## config.mk

```make
export PLATFORM = sky130hd
export DESIGN_NAME = sram_burst_master
export DESIGN_NICKNAME = d
export VERILOG_FILES = /design/src/rtl/sram_burst_master.sv
export SDC_FILE = /design/constraint.sdc
export NUM_CORES = 1
export LEC_CHECK = 0
export BUFFER_PORTS_ARGS = -buffer_cell sky130_fd_sc_hd__buf_4
export CORE_MARGIN = 4
export CORE_UTILIZATION = 45
export CTS_BUF_LIST = sky130_fd_sc_hd__clkbuf_16
export DETAILED_ROUTE_END_ITERATION = 8
export PLACE_DENSITY_LB_ADDON = 0.05
export SYNTH_ARGS = -nofsm -noshare
export SYNTH_HDL_FRONTEND = slang
export SYNTH_SLANG_ARGS = --single-unit
```

## constraint.sdc

```tcl
create_clock -name i_clk -period 2.1 [get_ports i_clk]
set_clock_uncertainty 0.15 [all_clocks]
set_input_delay 0.21 -clock i_clk [delete_from_list [all_inputs] [get_ports i_clk]]
set_output_delay 0.21 -clock i_clk [all_outputs]
set_load 0.03 [all_outputs]
```

## src/rtl/sram_burst_master.sv

```systemverilog
// Fabric-side burst initiator for the configurable-width SRAM port.
// Sequences one element access per cycle and tracks read latency to return rdata.
module sram_burst_master #(
    parameter int unsigned SRAM_LAT = 2,
    parameter int unsigned OUT_REG  = 0,
    parameter int unsigned LEN_W    = 8
) (
    input  logic              i_clk,
    input  logic              i_rst,
    input  logic              i_req_valid,
    output logic              o_req_ready,
    input  logic              i_req_write,
    input  logic [2:0]        i_req_conf,
    input  logic [13:0]       i_req_addr,
    input  logic [LEN_W-1:0]  i_req_len,
    input  logic              i_wdata_valid,
    output logic              o_wdata_ready,
    input  logic [31:0]       i_wdata,
    output logic              o_rdata_valid,
    output logic [31:0]       o_rdata,
    output logic              o_done,
    output logic              o_err,
    output logic              o_csb,
    output logic              o_web,
    output logic [13:0]       o_addr,
    output logic [2:0]        o_conf,
    output logic              o_out_reg,
    output logic [31:0]       o_d_fabric_in,
    input  logic [31:0]       i_d_fabric_out
);
    localparam int unsigned ADDR_W = 14;
    localparam int unsigned DATA_W = 32;
    localparam int unsigned CONF_W = 3;
    localparam int unsigned PIPE_W = SRAM_LAT + OUT_REG + 1;
    localparam logic [CONF_W-1:0] CONF_MAX = CONF_W'(5);

    typedef enum logic [1:0] {S_IDLE, S_WRITE, S_READ, S_DRAIN} state_t;

    // Element index wraps within the 2^(14-conf) elements of the macro.
    function automatic logic [ADDR_W-1:0] addr_mask(input logic [CONF_W-1:0] c);
        return {ADDR_W{1'b1}} >> c;
    endfunction

    // Keeps only the low 2^conf bits of a data word.
    function automatic logic [DATA_W-1:0] data_mask(input logic [CONF_W-1:0] c);
        logic [DATA_W-1:0] m;
        m = '1;
        if (c < CONF_MAX) m = (DATA_W'(1) << (6'd1 << c)) - DATA_W'(1);
        return m;
    endfunction

    state_t              r_state;
    logic [CONF_W-1:0]   r_conf;
    logic [ADDR_W-1:0]   r_cur;
    logic [LEN_W-1:0]    r_beats;
    logic [PIPE_W-1:0]   r_pipe;
    logic                r_req_ready;
    logic                r_wdata_ready;
    logic                r_rdata_valid;
    logic [DATA_W-1:0]   r_rdata;
    logic                r_done;
    logic                r_err;
    logic                r_csb;
    logic                r_web;
    logic [ADDR_W-1:0]   r_addr;
    logic [DATA_W-1:0]   r_din;

    logic                w_beat;
    logic                w_issue_rd;
    logic                w_last;
    logic [ADDR_W-1:0]   w_cur_next;
    logic [DATA_W-1:0]   w_dmask;

    assign w_beat     = (r_state == S_WRITE) && r_wdata_ready && i_wdata_valid;
    assign w_issue_rd = (r_state == S_READ);
    assign w_last     = (r_beats == '0);
    assign w_cur_next = (r_cur + ADDR_W'(1)) & addr_mask(r_conf);
    assign w_dmask    = data_mask(r_conf);

    assign o_req_ready   = r_req_ready;
    assign o_wdata_ready = r_wdata_ready;
    assign o_rdata_valid = r_rdata_valid;
    assign o_rdata       = r_rdata;
    assign o_done        = r_done;
    assign o_err         = r_err;
    assign o_csb         = r_csb;
    assign o_web         = r_web;
    assign o_addr        = r_addr;
    assign o_conf        = r_conf;
    assign o_out_reg     = (OUT_REG != 0);
    assign o_d_fabric_in = r_din;

    // Burst sequencer; read-tracking pipe bit k is set k cycles after the issue cycle.
    always_ff @(posedge i_clk) begin
        if (i_rst) begin
            r_state       <= S_IDLE;
            r_conf        <= '0;
            r_cur         <= '0;
            r_beats       <= '0;
            r_pipe        <= '0;
            r_req_ready   <= 1'b1;
            r_wdata_ready <= 1'b0;
            r_rdata_valid <= 1'b0;
            r_rdata       <= '0;
            r_done        <= 1'b0;
            r_err         <= 1'b0;
            r_csb         <= 1'b1;
            r_web         <= 1'b1;
            r_addr        <= '0;
            r_din         <= '0;
        end else begin
            r_done        <= 1'b0;
            r_err         <= 1'b0;
            r_pipe        <= (r_pipe << 1) | PIPE_W'(w_issue_rd);
            r_rdata_valid <= r_pipe[PIPE_W-1];
            r_rdata       <= r_pipe[PIPE_W-1] ? (i_d_fabric_out & w_dmask) : '0;

            case (r_state)
                S_IDLE: begin
                    r_csb <= 1'b1;
                    r_web <= 1'b1;
                    if (i_req_valid && r_req_ready) begin
                        if (i_req_conf > CONF_MAX) begin
                            r_err <= 1'b1;
                        end else begin
                            r_conf        <= i_req_conf;
                            r_cur         <= i_req_addr & addr_mask(i_req_conf);
                            r_beats       <= i_req_len;
                            r_req_ready   <= 1'b0;
                            r_wdata_ready <= i_req_write;
                            r_state       <= i_req_write ? S_WRITE : S_READ;
                        end
                    end
                end
                S_WRITE: begin
                    if (w_beat) begin
                        r_csb <= 1'b0;
                        r_web <= 1'b0;
                        r_addr <= r_cur;
                        r_din <= i_wdata & w_dmask;
                        r_cur <= w_cur_next;
                        if (w_last) begin
                            r_wdata_ready <= 1'b0;
                            r_state       <= S_DRAIN;
                        end else begin
                            r_beats <= r_beats - LEN_W'(1);
                        end
                    end else begin
                        r_csb <= 1'b1;
                        r_web <= 1'b1;
                    end
                end
                S_READ: begin
                    r_csb  <= 1'b0;
                    r_web  <= 1'b1;
                    r_addr <= r_cur;
                    r_cur  <= w_cur_next;
                    if (w_last) r_state <= S_DRAIN;
                    else        r_beats <= r_beats - LEN_W'(1);
                end
                S_DRAIN: begin
                    r_csb <= 1'b1;
                    r_web <= 1'b1;
                    if (r_pipe == '0) begin
                        r_done      <= 1'b1;
                        r_req_ready <= 1'b1;
                        r_state     <= S_IDLE;
                    end
                end
                default: r_state <= S_IDLE;
            endcase
        end
    end
endmodule

```

==> impl_metrics.csv <==
group,metric,value,unit
status,status,"completed",
floorplan,die_x,113,um
worst_setup_path,regToRegStartpoint,"r_beats[0]$_SDFFE_PP0P_",
power_and_ir_drop,p_sw_share,37.5,%
place,io_buffer_count,181,
cells_and_area,drive_above_1_share,32.4,%
worst_setup_path,arrival,2120,ps
worst_setup_path,required,2200,ps
route,drc_errors,0,
grt,grt_pass1_wl,25400,um
cells_and_area,layout_common_cells,"buf_4 (210), dfxtp_1 (112), nand2_1 (79)",
cells_and_area,finish.instance_area,0.00796,mm2
cells_and_area,final_common_cell,"buf_4",
route,drt_iter0_markers,296,
power_and_ir_drop,comb_power_share,40.7,%
synth,ys_seq_area_share,46.2,%
route,ant_nets,0,
timing,worstMarginPinSlew,839,ps
clocking,cts_buffers,17,
place,place_ws,68.5,ps
worst_hold_path,hold_path_class,"input port to flop",
power_and_ir_drop,ir_worst_vdd,0.907,mV
synth,ys_warn_count,0,
clocking,clk_pin_slew_worst_paths,60,ps
clocking,root_buffer,"clkbuf_16",
timing,clock.fmax,495,MHz
power_and_ir_drop,power.net_switching,0.00358,W
synth,synth-seq-cells,115,
floorplan,die-area,0.0128,mm2
synth,synthArstFlopShare,0,%
place,gp_congestion,0.881,
clocking,cts_sinks,115,
synth,synth_nets,684,
timing,rsz0062_at_grt,"yes",
clocking,insertion_delay,410,ps
synth,synth_area,0.00499,mm2
timing,hold_viol,0,
synth,synth_edf_count,0,
synth,ys.flop_type,"dfxtp_1",
place,place_area,0.00657,mm2
worst_hold_path,holdCritStartpoint,"i_wdata[22]",
worst_setup_path,ff2ff_setup_slack,80,ps
worst_setup_path,slowest_stage,"dfxtp_1",
cells_and_area,fin_nets,950,
grt,grt.total_usage,24.3,%
clocking,cts.htree.levels,4,
synth,synth_fa_ha_area_share,3.51,%
timing,setup_ws,78.5,ps
route,wirelength,16300,um
synth,synth_xor_area_share,0.703,%
grt,antenna_found_initial,0,
route,wire_per_inst,16.4,um
worst_setup_path,crit_type,"flop to flop",
timing,min_period,2020,ps
power_and_ir_drop,sequentialPowerShare,28.4,%
place,post-dp-hpwl,10600,um
cells_and_area,fin_cells,995,
synth,synth_compound_area_share,18.7,%
power_and_ir_drop,clockPowerShare,30.9,%
timing,max_slew_margin,44.1,%
synth,syn-instance-count,576,
place,place_inst,889,
power_and_ir_drop,p_leak,3.48,nW
floorplan,io_pins,183,
synth,avgSynthCellArea,8.66,um2
route,num_vias,5243,
worst_setup_path,r2r_cells,7,
cells_and_area,area_delta_synth_final,59.6,%
worst_setup_path,critical_path.max_stage_delay,340,ps
grt,grt_pass1_vias,5023,
worst_setup_path,endpoint_kind,"flop",
worst_setup_path,crit_fanout,6,
floorplan,coreArea,0.0108,mm2
flow_run,max_cap_viol_count,0,
synth,synth.distinct_cells,67,
timing,finalCritPeriodShare,96.3,%
route,drt_pass1_iterations,5,
power_and_ir_drop,pwr_density_cell,1200,mW/mm2
floorplan,die_h,113,um
power_and_ir_drop,internal-power,0.00596,W
synth,synth_top_family_by_area,"simple AND/OR/NAND/NOR gates",
worst_setup_path,cp-startpoint,"r_beats[0]$_SDFFE_PP0P_",
synth,synth.area.mux_share,1.03,%
worst_setup_path,worstPathCellList,"inv_1, ha_1, nor3b_4, and3_1, o2111ai_1, a211oi_2, a211oi_1",
timing,finalSetupViolations,0,
worst_setup_path,r2r_end,"r_state[0]$_SDFFE_PP0P_",
clocking,cts_tree,"done",
cells_and_area,antennaDiodeCount,0,
worst_setup_path,crit_end,"r_state[0]$_SDFFE_PP0P_",
grt,grt_max_degree,78,
floorplan,start_util,46.0,%
grt,grt_overflow,0,
clocking,cts_max_path_buffers,2,
power_and_ir_drop,power.total,0.00954,W
floorplan,rows,38,
worst_setup_path,cp-start-kind,"flop",
timing,drv_slew,0,
synth,synth-simple-area-share,25.5,%
route,post_drt_via_cell_ratio,5.27,
what timing repair did:
item                                    in CTS  in global routing
resized for setup                            0                 13
endpoints found under the setup margin       0                 25
hold endpoints to repair                    69                  0
buffers inserted                             0                  3
hold buffers                                69                  0
stage by stage:
step	hold slack [ps]	setup TNS, ps	util (%)
final	3.23	0	73.4
after global routing	11.1	-61.6	73.4
after CTS	0.199	0	72.6
after detailed placement	265	0	60.6
after global placement	263	0	60.6
after floorplan	182	0	-
per-layer routing:
| metal | track usage (%) | part of all wire [%] | up-vias |
|---|---|---|---|
| met5 | 0 | 0 | - |
| met4 | 8.33 | 2.7 | 0 |
| met3 | 5.72 | 7.1 | 37 |
| met2 | 43.4 | 51 | 223 |
| met1 | 28.5 | 40 | 2424 |
| li1 | - | - | 2559 |
synth_stat cells, drive strengths merged (5+ instances only):
cell | instances | area [um2]
nor2 | 48 | 180
nand4 | 5 | 31.3
nor3 | 9 | 45.0
nand2 | 80 | 300
inv | 14 | 52.6
o21ai | 24 | 131
a21oi | 52 | 268
ha | 14 | 175
dfxtp | 115 | 2300
and3 | 21 | 131
clkbuf | 17 | 63.8
nor3b | 7 | 68.8
buf | 17 | 97.6
a22oi | 16 | 120
nor2b | 7 | 43.8
a211oi | 7 | 57.6
and2 | 24 | 155
a31oi | 6 | 37.5
nand3 | 30 | 155
cell type report:
type / count / area, um2
timing repair buffer: 279 / 2270
tap: 140 / 175
multi-input combinational: 415 / 2550
clock buffer: 17 / 425
sequential: 115 / 2310
inverter: 14 / 52.6
fill: 787 / 2880
clock inverter: 15 / 180
critical path, delay by kind of cell, from the launching register on:
| family | cells | cell delay, ps |
|---|---|---|
| buffers and inverters | 1 | 90 |
| AO/OA/AOI/OAI | 3 | 590 |
| adder cells (fa/ha/maj) | 1 | 190 |
| flip-flops | 1 | 340 |
| AND/OR/NAND/NOR | 2 | 520 |
registers in the layout, summed over array words and instances, names as in the netlist:
register	flops
r_beats	8
r_cur	14
o_done	1
o_rdata_valid	1
o_d_fabric_in	32
o_rdata	32
o_web	1
o_conf	3
o_err	1
o_csb	1
o_req_ready	1
o_wdata_ready	1
o_addr	14
r_state	2
r_pipe	3
worst min-delay path by stage:
stage                                                end  slack [ps]  cells past startpoint
after CTS                 o_d_fabric_in[18]$_SDFFE_PP0P_         0.2                      4
after detailed placement          o_rdata[11]$_SDFF_PP0_         260                      2
final                     o_d_fabric_in[22]$_SDFFE_PP0P_           3                      4
after global placement            o_rdata[30]$_SDFF_PP0_         260                      2
after global routing      o_d_fabric_in[18]$_SDFFE_PP0P_          10                      4
after floorplan                   o_rdata[10]$_SDFF_PP0_         180                      1
power by group through the flow:
stage	Clock, W	Combinational, W	Sequential (W)
after global routing	0.00310	0.00422	0.00275
after CTS	0.00298	0.00356	0.00271
after floorplan	0	0.00233	0.00283
after global placement	0	0.00337	0.00274
after detailed placement	0	0.00342	0.00275
final	0.00294	0.00389	0.00271
cell families after synthesis:
group,count (synthesis)
multiplexers,5
other,1
XOR/XNOR,4
adder cells (fa/ha/maj),14
AND/OR/NAND/NOR,250
AO/OA/AOI/OAI,139
buffers and inverters,48
flip-flops,115
No activity file was read; power rests on OpenSTA's default activity.
